File: src/rtl/crt_pkg.sv
// Shared types and constants for the CRT bitmap capture/replay path.
package crt_pkg;

  localparam int unsigned CRT_COLS   = 40;
  localparam int unsigned CRT_ROWS   = 6;
  localparam int unsigned CRT_PIXELS = 240;

  typedef logic [5:0] crt_col_t;
  typedef logic [2:0] crt_row_t;
  typedef logic [7:0] crt_addr_t;

  // One bitmap write: linear pixel address plus the lit bit.
  typedef struct packed {
    crt_addr_t addr;
    logic      pixel;
  } crt_wr_t;

  // Row-major linear address of (row, col) in a bitmap that is cols wide.
  function automatic crt_addr_t crt_addr(input crt_row_t row, input crt_col_t col,
                                         input int unsigned cols);
    return crt_addr_t'(row) * crt_addr_t'(cols) + crt_addr_t'(col);
  endfunction

endpackage

File: src/rtl/crt_bitbuf.sv
// Double-buffered CRT bitmap: two register banks, one write port into the back
// bank and one combinational read port from the front bank.
// Ports:
//   clk, rst  - clock, asynchronous active-high reset (clears both banks)
//   sel       - front bank select (0: bank0 front, bank1 back)
//   we, wr    - write strobe and address/pixel into the back bank
//   raddr     - read address into the front bank
//   rdata_c   - combinational read data (0 for addresses past the bitmap)
module crt_bitbuf
  import crt_pkg::*;
#(
  parameter int unsigned NPIX = CRT_PIXELS
) (
  input  logic      clk,
  input  logic      rst,
  input  logic      sel,
  input  logic      we,
  input  crt_wr_t   wr,
  input  crt_addr_t raddr,
  output logic      rdata_c
);

  logic [NPIX-1:0] bank0;
  logic [NPIX-1:0] bank1;

  // Back-bank write; the bank not selected as front takes the write.
  always_ff @(posedge clk or posedge rst) begin
    if (rst) begin
      bank0 <= '0;
      bank1 <= '0;
    end else if (we) begin
      if (sel) bank0[wr.addr] <= wr.pixel;
      else     bank1[wr.addr] <= wr.pixel;
    end
  end

  // Front-bank read, guarded so out-of-bitmap addresses read as unlit.
  always_comb begin
    rdata_c = 1'b0;
    if (raddr < crt_addr_t'(NPIX)) rdata_c = sel ? bank1[raddr] : bank0[raddr];
  end

endmodule

File: src/rtl/crt_upscaler.sv
// Captures the CRT solver's pixel stream into a double-buffered bitmap and
// replays it nearest-neighbour scaled by 2^SCALE_LOG2 onto the 640x480 raster.
// Ports:
//   clk_pix, rst_pix            - pixel clock, asynchronous active-high reset
//   crt_valid/crt_x/crt_y/crt_pixel - solver pixel write
//   frame                       - start-of-frame pulse (swap point)
//   sx, sy, de                  - raster position and data enable
//   pix_on                      - registered lit bit for previous (sx,sy)
//   pix_window                  - registered in-window flag for previous (sx,sy)
//   frame_ready                 - a complete capture has been swapped to display
//   wr_err                      - sticky out-of-range write flag
module crt_upscaler
  import crt_pkg::*;
#(
  parameter int unsigned COLS       = CRT_COLS,
  parameter int unsigned ROWS       = CRT_ROWS,
  parameter int unsigned SCALE_LOG2 = 4,
  parameter int unsigned ORIGIN_X   = 0,
  parameter int unsigned ORIGIN_Y   = 192,
  parameter int unsigned CORDW      = 10
) (
  input  logic             clk_pix,
  input  logic             rst_pix,
  input  logic             crt_valid,
  input  logic [5:0]       crt_x,
  input  logic [2:0]       crt_y,
  input  logic             crt_pixel,
  input  logic             frame,
  input  logic [CORDW-1:0] sx,
  input  logic [CORDW-1:0] sy,
  input  logic             de,
  output logic             pix_on,
  output logic             pix_window,
  output logic             frame_ready,
  output logic             wr_err
);

  localparam int unsigned DW    = CORDW + 1;
  localparam int unsigned WIN_W = COLS << SCALE_LOG2;
  localparam int unsigned WIN_H = ROWS << SCALE_LOG2;

  logic      sel;
  logic      pending;
  logic      wr_ok_c;
  logic      wr_last_c;
  logic      swap_c;
  crt_wr_t   wr;
  logic [DW-1:0] dx;
  logic [DW-1:0] dy;
  logic      win_c;
  crt_col_t  col;
  crt_row_t  row;
  crt_addr_t raddr;
  logic      rd_c;

  // Write qualification; the last pixel arms the swap.
  assign wr_ok_c   = crt_valid && (crt_x < crt_col_t'(COLS)) && (crt_y < crt_row_t'(ROWS));
  assign wr_last_c = wr_ok_c && (crt_x == crt_col_t'(COLS - 1)) && (crt_y == crt_row_t'(ROWS - 1));
  assign wr        = '{addr: crt_addr(crt_y, crt_x, COLS), pixel: crt_pixel};
  assign swap_c    = frame && pending;

  // Swap control. pending is sampled before this edge's last-pixel write, so a
  // last pixel coinciding with frame defers the swap to the next frame.
  always_ff @(posedge clk_pix or posedge rst_pix) begin
    if (rst_pix) begin
      sel         <= 1'b0;
      pending     <= 1'b0;
      frame_ready <= 1'b0;
      wr_err      <= 1'b0;
    end else begin
      if (swap_c) begin
        sel         <= ~sel;
        frame_ready <= 1'b1;
      end
      if (wr_last_c)   pending <= 1'b1;
      else if (swap_c) pending <= 1'b0;
      if (crt_valid && !wr_ok_c) wr_err <= 1'b1;
    end
  end

  crt_bitbuf #(.NPIX(COLS * ROWS)) u_bitbuf (
    .clk     (clk_pix),
    .rst     (rst_pix),
    .sel     (sel),
    .we      (wr_ok_c),
    .wr      (wr),
    .raddr   (raddr),
    .rdata_c (rd_c)
  );

  // Window offsets one bit wider than the raster so left/above wraps to large.
  assign dx    = DW'(sx) - DW'(ORIGIN_X);
  assign dy    = DW'(sy) - DW'(ORIGIN_Y);
  assign win_c = de && (dx < DW'(WIN_W)) && (dy < DW'(WIN_H));
  assign col   = crt_col_t'(dx >> SCALE_LOG2);
  assign row   = crt_row_t'(dy >> SCALE_LOG2);
  assign raddr = crt_addr(row, col, COLS);

  // One-cycle display pipeline.
  always_ff @(posedge clk_pix or posedge rst_pix) begin
    if (rst_pix) begin
      pix_window <= 1'b0;
      pix_on     <= 1'b0;
    end else begin
      pix_window <= win_c;
      pix_on     <= win_c && rd_c;
    end
  end

endmodule
File: config.mk
export PLATFORM = sky130hd
export DESIGN_NAME = crt_upscaler
export DESIGN_NICKNAME = d
export VERILOG_FILES = /design/src/rtl/crt_pkg.sv /design/src/rtl/crt_bitbuf.sv /design/src/rtl/crt_upscaler.sv
export SDC_FILE = /design/constraint.sdc
export NUM_CORES = 1
export LEC_CHECK = 0
export BUFFER_PORTS_ARGS = -buffer_cell sky130_fd_sc_hd__buf_2
export CELL_PAD_IN_SITES_DETAIL_PLACEMENT = 1
export CELL_PAD_IN_SITES_GLOBAL_PLACEMENT = 1
export CORE_ASPECT_RATIO = 0.5
export CORE_UTILIZATION = 47
export CTS_CLUSTER_DIAMETER = 200
export DETAILED_ROUTE_END_ITERATION = 7
export PLACE_DENSITY_LB_ADDON = 0.1
export SKIP_CTS_REPAIR_TIMING = 1
export SLEW_MARGIN = 15
export SYNTH_ARGS = -nofsm -noshare
export SYNTH_HDL_FRONTEND = slang
export SYNTH_SLANG_ARGS = --single-unit
File: constraint.sdc
create_clock -name clk_pix -period 19.08 [get_ports clk_pix]
set_clock_uncertainty 0.2 [all_clocks]
set_input_delay 2.862 -clock clk_pix [delete_from_list [all_inputs] [get_ports clk_pix]]
set_output_delay 2.862 -clock clk_pix [all_outputs]
set_load 0.03 [all_outputs]
==> impl_metrics.ini <==
[status]
outcome = finished, final reports clean

[timing]
grt_setup_unrepaired = no
maxSlewViolCount = 0
setup_violations = 0
hold_violations = 0
relSlewSlack_pct = 13.2
post-route-min-period_ns = 6.23
setup_tns_ns = 0
tightestPinTransition_ns = 1.29
max_freq_mhz = 161
timing.final.crit_share_pct = 32.6

[final_layout]
layout-drive-gt1-share_pct = 35.2
diodes = 0
final_util_pct = 52.1
areaGrowthSynthToFinish_pct = 8.84
nNetsFinal = 2054

[logic_synthesis]
syn_nets = 2109
synth_most_common_cell = dfrtp_1
yosys-top-cells-area = dfrtp_1, mux2_2, mux4_2
yosysWarnings = 0
synth_edf_count = 0
synth_area_leader_cell = dfrtp_1
ys_ff_latch = 486
synth_cell_type_count = 61
ys_top_cells_by_count = dfrtp_1, mux2_2, nand2_1, nor2_1, mux4_2
synth.cell_area_mm2 = 0.0251
async_flop_share_pct = 100
synth.top_cell.area_share_pct = 48.5
yosysSeqAreaShare_pct = 48.5
syn_area_per_cell_um2 = 12.2
synth_ff_type = dfrtp_1
synthCells = 2060

[clock_tree]
cts_tree = built
numCtsBuffers = 47
clk_latency_ns = 0.60
cts_root_buf = clkbuf_16
htree_levels = 2
clock-sinks = 486
clkTransAtPathRegs_ns = 0.07
clk_path_buf_depth = 3

[worst_hold_path]
hold_depth = 1
min_from = frame_ready
hold_end = frame_ready
min_path_type = reg -> reg

[place]
post-dp-hpwl_mm = 42.1
gp_congestion = 0.782
port_buffers = 30

[global_route]
grt_pass1_wl_mm = 111
gr-usage-all-layers_pct = 27.3
overflow = 0
grt_max_degree = 210
grt_pass1_vias = 17423
antenna_found_initial = 3

[power]
power_density_mw_per_mm2 = 86.0
leakage_nw = 12.4
fin_total_pwr_w = 0.00235
irDropWorstVdd_mv = 0.0667

[route]
vias = 16301
drtPass1Iterations = 5
wl_per_cell_um = 26.2
remaining_drc_errors = 0
ant_nets = 0
drt_iter0_markers = 1054
postRouteWirelength_mm = 71.8
vias_per_cell = 5.94

[worst_setup_path]
ff2ff_path_depth = 4
end_kind = register
cp.arrival_ns = 6.50
reg2reg_to = u_bitbuf.bank1[141]
reg2reg_from = sel
ff2ff_setup_slack_ns = 15.51
crit_path_max_fanout = 16
worstPathRequired_ns = 19.36
crit_path_start_kind = input pin
path_class = in -> reg

[die]
fp-row-count = 59
dieArea_mm2 = 0.0543
ios = 39
core_mm2 = 0.0523
start_util_pct = 47.9
die_w_um = 329
dieHeight_um = 165

[flow_run]
drv_cap = 0
[kinds of logic (layout without fill, tap and decap cells)]
family	Yosys count	after routing	share of synthesized area (%)
DFF	486	486	48.5
buffers and inverters	183	165	3.68
muxes	621	621	33.0
AOI/OAI and AO/OA	88	88	2.43
adders and majority gates	14	14	0.759
and+or+nand+nor	656	656	11.1
xor gates and xnor gates	12	12	0.449
[power by group]
group	switching (W)	total [W]	internal, W	leakage (nW)
Combinational	0.000171	0.000250	0.0000790	4.84
Clock	0.000428	0.00102	0.000587	0.806
Sequential	0.0000181	0.00108	0.00106	6.76
[cells in the final DEF (no fill, tap or decap), types with 4 or more instances in the layout]
| cell | n |
|---|---|
| bufinv_16 | 6 |
| nand4_1 | 8 |
| nor2_4 | 8 |
| nor3_2 | 6 |
| clkbuf_1 | 9 |
| ha_1 | 11 |
| mux2i_1 | 20 |
| buf_4 | 37 |
| nor4_1 | 5 |
| clkbuf_8 | 14 |
| dfrtp_1 | 486 |
| nor2_1 | 178 |
| a22oi_1 | 20 |
| mux2_1 | 75 |
| a31oi_1 | 4 |
| or3_1 | 4 |
| xnor2_1 | 6 |
| nand2_1 | 358 |
| mux2_2 | 410 |
| o21ai_0 | 10 |
| o22ai_1 | 4 |
| nor2b_1 | 15 |
| a21oi_1 | 16 |
| nor2_2 | 19 |
| clkinv_2 | 5 |
| inv_1 | 9 |
| clkbuf_16 | 47 |
| mux4_2 | 116 |
| buf_2 | 27 |
| nand3_1 | 25 |
| nand2b_1 | 11 |
| o221ai_1 | 5 |
| a211oi_1 | 4 |
[how the worst max path moves through the flow]
stage / cells past startpoint / slack (ns) / from / end
floorplan: 1 / 2.46 / rst_pix / frame_ready
global placement: 10 / 12.24 / sx[5] / pix_on
detailed placement: 10 / 12.24 / sx[5] / pix_on
CTS: 10 / 12.85 / sx[5] / pix_on
global route: 10 / 12.73 / sx[5] / pix_on
finish: 7 / 12.85 / crt_x[3] / u_bitbuf.bank1[141]
[sequential cells by signal (all words and copies together) (netlist names)]
register	count
wr_err	1
sel	1
pending	1
pix_window	1
pix_on	1
u_bitbuf.bank1	240
frame_ready	1
u_bitbuf.bank0	240
[layout make-up]
class | count | area (um^2)
clock buffers | 69 | 1390
fillers | 5285 | 25100
well taps | 701 | 877
clock inverters | 17 | 255
multi-input cells | 1391 | 12100
inverters | 10 | 45.0
flip-flops and latches | 486 | 12200
repair buffers | 69 | 493
[worst max-delay path: stages]
cell and delay (ns):
buf_2 0.12, ha_1 0.23, fa_1 0.57, nor4_1 1.11, nand3_1 0.89, nor2_1 0.35, mux2_2 0.36
[metrics by stage]
stage	instances	setup WS [ns]	hold WS, ns	area (um^2)
after floorplan	2060	2.46	0.253	25100
after global placement	2657	12.24	0.241	25600
after detailed placement	2657	12.24	0.249	25600
after CTS	2743	12.85	0.269	27300
after global routing	2743	12.73	0.283	27300
final	2743	12.85	0.264	27300
[routing by layer]
metal	up-vias	share of wire, %	track usage [%]
met5	-	0	0
met4	0	2.1	6.43
li1	7128	-	-
met1	8744	48	39.9
met2	319	46	42.9
met3	110	4.7	4.34
Power figures use the tool's default switching activity.
